<file path="config.mk">
export PLATFORM = sky130hd
export DESIGN_NAME = axi_rd_arbiter
export DESIGN_NICKNAME = d
export VERILOG_FILES = /design/src/rtl/cpu_axi_pkg.sv /design/src/rtl/axi_rd_arb_pick.sv /design/src/rtl/axi_rd_arbiter.sv
export SDC_FILE = /design/constraint.sdc
export NUM_CORES = 1
export LEC_CHECK = 0
export CAP_MARGIN = 30
export CORE_AREA = 2 2 122 124
export CTS_CLUSTER_SIZE = 40
export DETAILED_ROUTE_END_ITERATION = 10
export DIE_AREA = 0 0 124 126
export DONT_BUFFER_PORTS = 1
export GPL_TIMING_DRIVEN = 1
export PLACE_DENSITY_LB_ADDON = 0.3
export SLEW_MARGIN = 10
export SYNTH_ARGS = -nofsm -noshare
export SYNTH_HDL_FRONTEND = slang
export SYNTH_SLANG_ARGS = --single-unit
</file>
<file path="constraint.sdc">
create_clock -name CLK -period 1.8 [get_ports CLK]
set_input_delay 0.18 -clock CLK [delete_from_list [all_inputs] [get_ports CLK]]
set_output_delay 0.18 -clock CLK [all_outputs]
set_load 0.03 [all_outputs]
</file>
<file path="src/rtl/cpu_axi_pkg.sv">
// Shared AXI read-arbiter types: FSM states, owner indices, AXI constants.
package cpu_axi_pkg;

    typedef enum logic [1:0] {
        IDLE = 2'd0,
        ADDR = 2'd1,
        DATA = 2'd2
    } arb_state_e;

    localparam logic OWNER_FETCH = 1'b0;
    localparam logic OWNER_LOAD  = 1'b1;

    localparam logic [1:0] BURST_INCR = 2'b01;
    localparam logic [1:0] RESP_OKAY  = 2'b00;

    function automatic logic [1:0] owner_onehot(input logic owner);
        return owner ? 2'b10 : 2'b01;
    endfunction

endpackage

</file>
<file path="src/rtl/axi_rd_arb_pick.sv">
// Combinational winner pick for the read arbiter.
// AXI_RD_ARB_ROUND_ROBIN_EN selects round-robin, else load has fixed priority.
module axi_rd_arb_pick
    import cpu_axi_pkg::*;
(
    input  logic       arvalid0_i,
    input  logic       arvalid1_i,
    input  logic       last_owner_i,
    output logic [1:0] win_o
);

`ifdef AXI_RD_ARB_ROUND_ROBIN_EN
    always_comb begin
        win_o = 2'b00;
        if (arvalid0_i && arvalid1_i) begin
            win_o = owner_onehot(~last_owner_i);
        end else if (arvalid1_i) begin
            win_o = owner_onehot(OWNER_LOAD);
        end else if (arvalid0_i) begin
            win_o = owner_onehot(OWNER_FETCH);
        end
    end
`else
    // Load refills stall the pipeline, so they always beat fetch.
    always_comb begin
        win_o = 2'b00;
        if (arvalid1_i) begin
            win_o = owner_onehot(OWNER_LOAD);
        end else if (arvalid0_i) begin
            win_o = owner_onehot(OWNER_FETCH);
        end
    end

    logic unused_last_owner;
    assign unused_last_owner = last_owner_i;
`endif

endmodule

</file>
<file path="src/rtl/axi_rd_arbiter.sv">
// Two-requester AXI read arbiter, one burst outstanding, grant held to RLAST.
// Pick rule: AXI_RD_ARB_ROUND_ROBIN_EN for round-robin, else fixed load priority.
module axi_rd_arbiter
    import cpu_axi_pkg::*;
#(
    parameter int C_M_AXI_THREAD_ID_WIDTH = 1,
    parameter int C_M_AXI_ADDR_WIDTH      = 32,
    parameter int C_M_AXI_DATA_WIDTH      = 32,
    parameter int C_M_AXI_ARUSER_WIDTH    = 1,
    parameter int C_M_AXI_RUSER_WIDTH     = 4
) (
    input  logic                               CLK,
    input  logic                               RST_N,
    input  logic [C_M_AXI_THREAD_ID_WIDTH-1:0] S0_AXI_ARID,
    input  logic [C_M_AXI_ADDR_WIDTH-1:0]      S0_AXI_ARADDR,
    input  logic [7:0]                         S0_AXI_ARLEN,
    input  logic [2:0]                         S0_AXI_ARSIZE,
    input  logic [1:0]                         S0_AXI_ARBURST,
    input  logic                               S0_AXI_ARLOCK,
    input  logic [3:0]                         S0_AXI_ARCACHE,
    input  logic [2:0]                         S0_AXI_ARPROT,
    input  logic [3:0]                         S0_AXI_ARQOS,
    input  logic [C_M_AXI_ARUSER_WIDTH-1:0]    S0_AXI_ARUSER,
    input  logic                               S0_AXI_ARVALID,
    output logic                               S0_AXI_ARREADY,
    output logic [C_M_AXI_THREAD_ID_WIDTH-1:0] S0_AXI_RID,
    output logic [C_M_AXI_DATA_WIDTH-1:0]      S0_AXI_RDATA,
    output logic [1:0]                         S0_AXI_RRESP,
    output logic                               S0_AXI_RLAST,
    output logic [C_M_AXI_RUSER_WIDTH-1:0]     S0_AXI_RUSER,
    output logic                               S0_AXI_RVALID,
    input  logic                               S0_AXI_RREADY,
    input  logic [C_M_AXI_THREAD_ID_WIDTH-1:0] S1_AXI_ARID,
    input  logic [C_M_AXI_ADDR_WIDTH-1:0]      S1_AXI_ARADDR,
    input  logic [7:0]                         S1_AXI_ARLEN,
    input  logic [2:0]                         S1_AXI_ARSIZE,
    input  logic [1:0]                         S1_AXI_ARBURST,
    input  logic                               S1_AXI_ARLOCK,
    input  logic [3:0]                         S1_AXI_ARCACHE,
    input  logic [2:0]                         S1_AXI_ARPROT,
    input  logic [3:0]                         S1_AXI_ARQOS,
    input  logic [C_M_AXI_ARUSER_WIDTH-1:0]    S1_AXI_ARUSER,
    input  logic                               S1_AXI_ARVALID,
    output logic                               S1_AXI_ARREADY,
    output logic [C_M_AXI_THREAD_ID_WIDTH-1:0] S1_AXI_RID,
    output logic [C_M_AXI_DATA_WIDTH-1:0]      S1_AXI_RDATA,
    output logic [1:0]                         S1_AXI_RRESP,
    output logic                               S1_AXI_RLAST,
    output logic [C_M_AXI_RUSER_WIDTH-1:0]     S1_AXI_RUSER,
    output logic                               S1_AXI_RVALID,
    input  logic                               S1_AXI_RREADY,
    output logic [C_M_AXI_THREAD_ID_WIDTH-1:0] M_AXI_ARID,
    output logic [C_M_AXI_ADDR_WIDTH-1:0]      M_AXI_ARADDR,
    output logic [7:0]                         M_AXI_ARLEN,
    output logic [2:0]                         M_AXI_ARSIZE,
    output logic [1:0]                         M_AXI_ARBURST,
    output logic                               M_AXI_ARLOCK,
    output logic [3:0]                         M_AXI_ARCACHE,
    output logic [2:0]                         M_AXI_ARPROT,
    output logic [3:0]                         M_AXI_ARQOS,
    output logic [C_M_AXI_ARUSER_WIDTH-1:0]    M_AXI_ARUSER,
    output logic                               M_AXI_ARVALID,
    input  logic                               M_AXI_ARREADY,
    input  logic [C_M_AXI_THREAD_ID_WIDTH-1:0] M_AXI_RID,
    input  logic [C_M_AXI_DATA_WIDTH-1:0]      M_AXI_RDATA,
    input  logic [1:0]                         M_AXI_RRESP,
    input  logic                               M_AXI_RLAST,
    input  logic [C_M_AXI_RUSER_WIDTH-1:0]     M_AXI_RUSER,
    input  logic                               M_AXI_RVALID,
    output logic                               M_AXI_RREADY,
    output logic [1:0]                         GRANT,
    output logic                               ERR
);

    arb_state_e state_q, state_d;
    logic       owner_q, owner_d;
    logic       last_owner_q, last_owner_d;
    logic       err_q, err_d;
    logic [7:0] len_q, len_d;
    logic [7:0] cnt_q, cnt_d;
    logic [1:0] win;
    logic       own_rready;

    axi_rd_arb_pick u_pick (
        .arvalid0_i   (S0_AXI_ARVALID),
        .arvalid1_i   (S1_AXI_ARVALID),
        .last_owner_i (last_owner_q),
        .win_o        (win)
    );

    // Requesters hold AR stable while valid, so the payload is a plain mux.
    assign M_AXI_ARID    = owner_q ? S1_AXI_ARID    : S0_AXI_ARID;
    assign M_AXI_ARADDR  = owner_q ? S1_AXI_ARADDR  : S0_AXI_ARADDR;
    assign M_AXI_ARLEN   = owner_q ? S1_AXI_ARLEN   : S0_AXI_ARLEN;
    assign M_AXI_ARSIZE  = owner_q ? S1_AXI_ARSIZE  : S0_AXI_ARSIZE;
    assign M_AXI_ARBURST = owner_q ? S1_AXI_ARBURST : S0_AXI_ARBURST;
    assign M_AXI_ARLOCK  = owner_q ? S1_AXI_ARLOCK  : S0_AXI_ARLOCK;
    assign M_AXI_ARCACHE = owner_q ? S1_AXI_ARCACHE : S0_AXI_ARCACHE;
    assign M_AXI_ARPROT  = owner_q ? S1_AXI_ARPROT  : S0_AXI_ARPROT;
    assign M_AXI_ARQOS   = owner_q ? S1_AXI_ARQOS   : S0_AXI_ARQOS;
    assign M_AXI_ARUSER  = owner_q ? S1_AXI_ARUSER  : S0_AXI_ARUSER;

    assign S0_AXI_RID   = M_AXI_RID;
    assign S0_AXI_RDATA = M_AXI_RDATA;
    assign S0_AXI_RRESP = M_AXI_RRESP;
    assign S0_AXI_RLAST = M_AXI_RLAST;
    assign S0_AXI_RUSER = M_AXI_RUSER;
    assign S1_AXI_RID   = M_AXI_RID;
    assign S1_AXI_RDATA = M_AXI_RDATA;
    assign S1_AXI_RRESP = M_AXI_RRESP;
    assign S1_AXI_RLAST = M_AXI_RLAST;
    assign S1_AXI_RUSER = M_AXI_RUSER;

    assign own_rready = owner_q ? S1_AXI_RREADY : S0_AXI_RREADY;
    assign GRANT = (state_q == IDLE) ? 2'b00 : owner_onehot(owner_q);
    assign ERR   = err_q;

    always_comb begin
        state_d        = state_q;
        owner_d        = owner_q;
        last_owner_d   = last_owner_q;
        err_d          = err_q;
        len_d          = len_q;
        cnt_d          = cnt_q;
        M_AXI_ARVALID  = 1'b0;
        M_AXI_RREADY   = 1'b0;
        S0_AXI_ARREADY = 1'b0;
        S1_AXI_ARREADY = 1'b0;
        S0_AXI_RVALID  = 1'b0;
        S1_AXI_RVALID  = 1'b0;
        case (state_q)
            IDLE: begin
                if (win != 2'b00) begin
                    state_d = ADDR;
                    owner_d = win[1];
                    len_d   = win[1] ? S1_AXI_ARLEN : S0_AXI_ARLEN;
                    cnt_d   = 8'd0;
                end
            end
            ADDR: begin
                M_AXI_ARVALID  = owner_q ? S1_AXI_ARVALID : S0_AXI_ARVALID;
                S0_AXI_ARREADY = !owner_q && M_AXI_ARREADY;
                S1_AXI_ARREADY = owner_q && M_AXI_ARREADY;
                if (M_AXI_ARVALID && M_AXI_ARREADY) begin
                    state_d = DATA;
                end
            end
            DATA: begin
                M_AXI_RREADY  = own_rready;
                S0_AXI_RVALID = !owner_q && M_AXI_RVALID;
                S1_AXI_RVALID = owner_q && M_AXI_RVALID;
                if (M_AXI_RVALID && own_rready) begin
                    if (cnt_q != 8'hFF) begin
                        cnt_d = cnt_q + 8'd1;
                    end
                    // cnt_q is the index of the beat completing now.
                    if (M_AXI_RLAST) begin
                        if (cnt_q != len_q) begin
                            err_d = 1'b1;
                        end
                        state_d      = IDLE;
                        last_owner_d = owner_q;
                    end else if (cnt_q == len_q) begin
                        err_d = 1'b1;
                    end
                end
            end
            default: state_d = IDLE;
        endcase
    end

    always_ff @(posedge CLK or negedge RST_N) begin
        if (!RST_N) begin
            state_q      <= IDLE;
            owner_q      <= OWNER_FETCH;
            last_owner_q <= OWNER_LOAD;
            err_q        <= 1'b0;
            len_q        <= 8'd0;
            cnt_q        <= 8'd0;
        end else begin
            state_q      <= state_d;
            owner_q      <= owner_d;
            last_owner_q <= last_owner_d;
            err_q        <= err_d;
            len_q        <= len_d;
            cnt_q        <= cnt_d;
        end
    end

endmodule

</file>
==> flow_summary.json, run 1 <==
{
  "outcome": "finished, final reports clean",
  "rsz0062_at_grt": "no",
  "crit_fanout": 33,
  "r2r_cells": 4,
  "syn_to_final_growth_pct": -4.42,
  "cts.htree.levels": 1,
  "hp-class": "in -> reg",
  "arrival_ps": 1510,
  "root_buffer": "clkbuf_16",
  "hold_depth": 1,
  "fin_skew_ps": 4.61,
  "cts.sinks": 20,
  "min_period_over_period": 0.937,
  "synth_edf_count": 0,
  "cts_tree": "done",
  "wl_per_cell_um": 20.9,
  "pre_cts_ws_ps": 158,
  "drc": 0,
  "maxSlewViolCount": 0,
  "clk_latency_ps": 260,
  "clkTransAtPathRegs_ps": 50,
  "relSlewSlack": 0.716,
  "avgSynthCellArea_sq_um": 9.20,
  "final_common_cell": "mux2_2",
  "grt_first_pass_wirelength_mm": 11.0,
  "synthTopCellsByArea": "mux2_2, buf_4, dfrtp_1",
  "place_congestion": 0.817,
  "core_area_sq_um": 14300,
  "synth_seq_cells": 20,
  "initial_core_util": 0.176,
  "finish.utilization": 0.168,
  "rows": 44,
  "startpoint_type": "register",
  "setup_ws_ps": 113,
  "synth_top_cell_by_area": "mux2_2",
  "fin_tns_setup_ps": 0,
  "die_area_sq_um": 15600,
  "clockBufferDepth": 2,
  "p_per_area_nw_per_um2": 1790,
  "grt_pass1_vias": 1837,
  "max_freq_mhz": 593,
  "synthArstFlopShare": 1.00,
  "leakage_nw": 0.937,
  "final_cell_mix": "mux2_2, dfrtp_1, nor2_1, buf_4, nand2_1",
  "drive_above_1_share": 0.449,
  "io_buffers": 0,
  "setup_viol": 0,
  "drtAntennaViolNets": 0,
  "overflow": 0,
  "avgViaCountPerCell": 4.41,
  "wirelength_mm": 8.18,
  "grt_usage": 0.0974,
  "yosys.cell_types.count": 42,
  "postCtsSetupBuffers": 0,
  "drtIter0Drc": 36,
  "dr.pass1.iters": 4,
  "cts-buffers-inserted": 3,
  "worstMarginPinSlew_ps": 425,
  "ys.flop_type": "dfrtp_1",
  "synthCells": 274,
  "fp.dieW_um": 124,
  "end_kind": "output port",
  "yosysTopAreaCellShare": 0.268,
  "antenna_found_initial": 2,
  "drv_cap": 0,
  "top_level_ports": 314,
  "crit_required_ps": 1620,
  "nets": 373,
  "die_height_um": 126,
  "route.vias.total": 1724,
  "holdWs_ps": 72.5,
  "dp_hpwl_mm": 6.95,
  "grt_max_degree": 35,
  "synth_area_sq_um": 2520,
  "synth_nets": 441,
  "crit_type": "reg -> out",
  "layout_min_cycle_time_ps": 1690,
  "ir_worst_vdd_mv": 0.687,
  "yosys_warnings": 0,
  "ys_seq_area_frac": 0.199,
  "hold_viol": 0
}
[area by class of cell]
cell class | count | area (sq um)
Tap cell | 184 | 230
Fill cell | 1584 | 11900
Sequential cell | 20 | 502
Timing Repair Buffer | 20 | 210
Inverter | 1 | 3.75
Clock buffer | 3 | 75.1
Clock inverter | 1 | 30.0
Antenna cell | 2 | 5.00
Multi-Input combinational cell | 160 | 1350
[cells by family (layout without fill, tap and decap cells)]
group,after synthesis,in the layout,synth area share
mux,70,70,0.313
xor+xnor,8,8,0.0278
simple gates,52,52,0.106
buf+inv,94,25,0.266
flops,20,20,0.199
compound gates,29,29,0.0844
fa+ha+maj,1,1,0.00496
other cells,0,2,0
[worst paths after layout]
check,slack (ps),endpoint,start
max,110,M_AXI_ARADDR[15],owner_q$_DFFE_PN0P_
min,70,owner_q$_DFFE_PN0P_,S1_AXI_ARVALID
max reg2reg,140,cnt_q[5]$_DFFE_PN0P_,owner_q$_DFFE_PN0P_
min reg2reg,550,len_q[6]$_DFFE_PN0P_,len_q[6]$_DFFE_PN0P_
max in group asynchronous,1090,owner_q$_DFFE_PN0P_,RST_N
min in group asynchronous,270,len_q[4]$_DFFE_PN0P_,RST_N
[synthesized netlist by cell type, drive strengths merged (2+ instances only)]
library cell   n
nor3           5
or2            2
mux2          60
and3           3
dfrtp         20
a22o           2
nor2b          5
xor2           8
o31ai          6
a21oi          8
buf           87
nor2          16
clkbuf         6
and2           2
mux2i         10
nand2b         2
nand2          9
o21ai          5
nor4           3
[layer usage]
metal	wire length [um]	vias up	track usage
met5	0	-	0
met4	450	0	0.0668
met3	876	31	0.0276
met2	4120	187	0.171
met1	2730	765	0.0982
li1	-	741	-
[state kept, by name (all words and copies together), names as in the netlist]
name,cells
owner_q,1
cnt_q,8
state_q,2
len_q,8
ERR,1
[per-stage QoR]
| step | total power (W) | cells | cell area (sq um) |
|---|---|---|---|
| 2_1_floorplan | 0.00347 | 274 | 2520 |
| 3_3_place_gp | 0.00362 | 382 | 2240 |
| 3_5_place_dp | 0.00361 | 382 | 2240 |
| 4_1_cts | 0.00437 | 388 | 2390 |
| 5_1_grt | 0.00456 | 391 | 2410 |
| 6_report | 0.00431 | 391 | 2410 |
[report_power, final]
part           switching [W]  total, W  internal [W]
combinational        0.00185   0.00291       0.00106
sequential          0.000189  0.000788      0.000599
clock               0.000171  0.000613      0.000441
total                0.00221   0.00431       0.00210
[critical path: stages, from the launching register on]
cell	delay, ps
dfrtp_2	440
bufbuf_16	360
mux2_2	450
[repair_timing]
| item | CTS | global route |
|---|---|---|
| setup endpoints to repair | 1 | 1 |
| resized for setup | 0 | 1 |
| hold endpoints to repair | 20 | 0 |
| hold buffers | 1 | 0 |
| gates cloned | 1 | 0 |
Power figures use the tool's default switching activity.
==> run 2: changes to the inputs <==
--- a/config.mk
+++ b/config.mk
@@ -7,6 +7,7 @@
 export LEC_CHECK = 0
 export CAP_MARGIN = 30
 export CORE_AREA = 2 2 122 124
+export CTS_BUF_LIST = sky130_fd_sc_hd__clkbuf_8
 export CTS_CLUSTER_SIZE = 40
 export DETAILED_ROUTE_END_ITERATION = 10
 export DIE_AREA = 0 0 124 126
==> flow_summary.json, run 2 (synthesis results as in run 1) <==
{
  "cts.htree.levels": 1,
  "root_buffer": "clkbuf_8",
  "fp.dieW_um": 124,
  "layout_min_cycle_time_ps": 1700,
  "rr_endpoint": "cnt_q[7]$_DFFE_PN0P_",
  "drv_cap": 0,
  "top_level_ports": 314,
  "startpoint_type": "register",
  "timing.rr.start": "owner_q$_DFFE_PN0P_",
  "maxSlewViolCount": 0,
  "dp_hpwl_mm": 6.95,
  "hp-class": "in -> reg",
  "syn_to_final_growth_pct": -5.76,
  "hold_viol": 0,
  "drive_above_1_share": 0.449,
  "crit_required_ps": 1620,
  "io_buffers": 0,
  "end_kind": "output port",
  "nets": 373,
  "drtAntennaViolNets": 0,
  "leakage_nw": 0.922,
  "hold_depth": 1,
  "worstMarginPinSlew_ps": 427,
  "initial_core_util": 0.176,
  "outcome": "finished, final reports clean",
  "hold_path_startpoint": "S1_AXI_ARVALID",
  "wl_per_cell_um": 20.8,
  "avgViaCountPerCell": 4.39,
  "final_cell_mix": "mux2_2, dfrtp_1, nor2_1, buf_4, nand2_1",
  "cts_tree": "done",
  "holdWs_ps": 64.3,
  "grt_first_pass_wirelength_mm": 11.0,
  "worstHoldEndpoint": "owner_q$_DFFE_PN0P_",
  "postCtsSetupBuffers": 0,
  "grt_pass1_vias": 1841,
  "arrival_ps": 1520,
  "grt_max_degree": 35,
  "clkTransAtPathRegs_ps": 80,
  "fillCellCount": 1585,
  "place_congestion": 0.817,
  "crit_fanout": 33,
  "p_total_w": 0.00415,
  "drtIter0Drc": 43,
  "r2r_cells": 4,
  "core_area_sq_um": 14300,
  "max_freq_mhz": 587,
  "route.vias.total": 1717,
  "die_height_um": 126,
  "rsz0062_at_grt": "no",
  "die_area_sq_um": 15600,
  "clk_latency_ps": 260,
  "setup_viol": 0,
  "antenna_found_initial": 2,
  "cts-buffers-inserted": 3,
  "overflow": 0,
  "cts.sinks": 20,
  "clockBufferDepth": 2,
  "rrSetupSlack_ps": 130,
  "fin_skew_ps": 1.60,
  "wirelength_mm": 8.15,
  "rows": 44,
  "largestRegisters": "cnt_q x8, len_q x8, state_q x2",
  "ir_worst_vdd_mv": 0.683,
  "dr.pass1.iters": 4,
  "relSlewSlack": 0.715,
  "min_period_over_period": 0.946,
  "p_per_area_nw_per_um2": 1750,
  "crit_type": "reg -> out",
  "fin_tns_setup_ps": 0,
  "drc": 0,
  "final_common_cell": "mux2_2",
  "grt_usage": 0.0969
}
[run 2: cell types whose count changed in the layout (fill, tap and decap cells not counted)]
cell and delta:
clkbuf_8 +3, clkbuf_16 -3
[run 2: worst max path at each step]
stage | startpoint | to | slack [ps] | depth (start not counted)
6_report | owner_q$_DFFE_PN0P_ | M_AXI_ARADDR[27] | 100 | 2
5_1_grt | state_q[1]$_DFFE_PN0P_ | M_AXI_RREADY | 5 | 5
4_1_cts | owner_q$_DFFE_PN0P_ | M_AXI_ARVALID | 30 | 4
3_5_place_dp | owner_q$_DFFE_PN0P_ | cnt_q[5]$_DFFE_PN0P_ | 160 | 4
3_3_place_gp | owner_q$_DFFE_PN0P_ | cnt_q[5]$_DFFE_PN0P_ | 180 | 4
2_1_floorplan | owner_q$_DFFE_PN0P_ | GRANT[1] | 200 | 4
[run 2: what timing repair did]
item	in CTS	in global routing
endpoints found under the setup margin	1	1
gates cloned	1	0
endpoints found under the hold margin	20	0
gates resized for setup	0	1
hold buffers	1	0
[run 2: area by class of cell]
class                   count  area (sq um)  share of cell area
diodes                      2          5.00             0.00211
inverters                   1          3.75             0.00158
flip-flops and latches     20           502               0.211
repair buffers             20           210              0.0885
multi-input cells         160          1350               0.570
clock inverters             1          30.0              0.0126
well taps                 184           230              0.0969
clock buffers               3          41.3              0.0174
[run 2: layer usage]
metal,part of all wire,vias to the layer above,track usage
met5,0,-,0
met4,0.053,0,0.0608
met3,0.11,31,0.0276
met2,0.51,178,0.172
met1,0.33,765,0.0982
li1,-,743,-
[run 2: critical path, stage by stage (launching register included)]
cell       delay [ps]
dfrtp_2           450
bufbuf_16         360
mux2_2            440
[run 2: report_power, final]
group | total (W) | switching [W] | internal [W] | leakage [nW]
sequential | 0.000787 | 0.000189 | 0.000598 | 0.247
combinational | 0.00291 | 0.00185 | 0.00106 | 0.639
clock | 0.000451 | 0.000154 | 0.000297 | 0.0357
[run 2: through the flow]
stage	instances	utilization	area [sq um]	setup slack [ps]
final	391	0.166	2380	97.6
after global routing	391	0.166	2380	5.07
after CTS	388	0.164	2350	31.6
after detailed placement	382	0.156	2240	158
after global placement	382	0.156	2240	182
after floorplan	274	-	2520	198
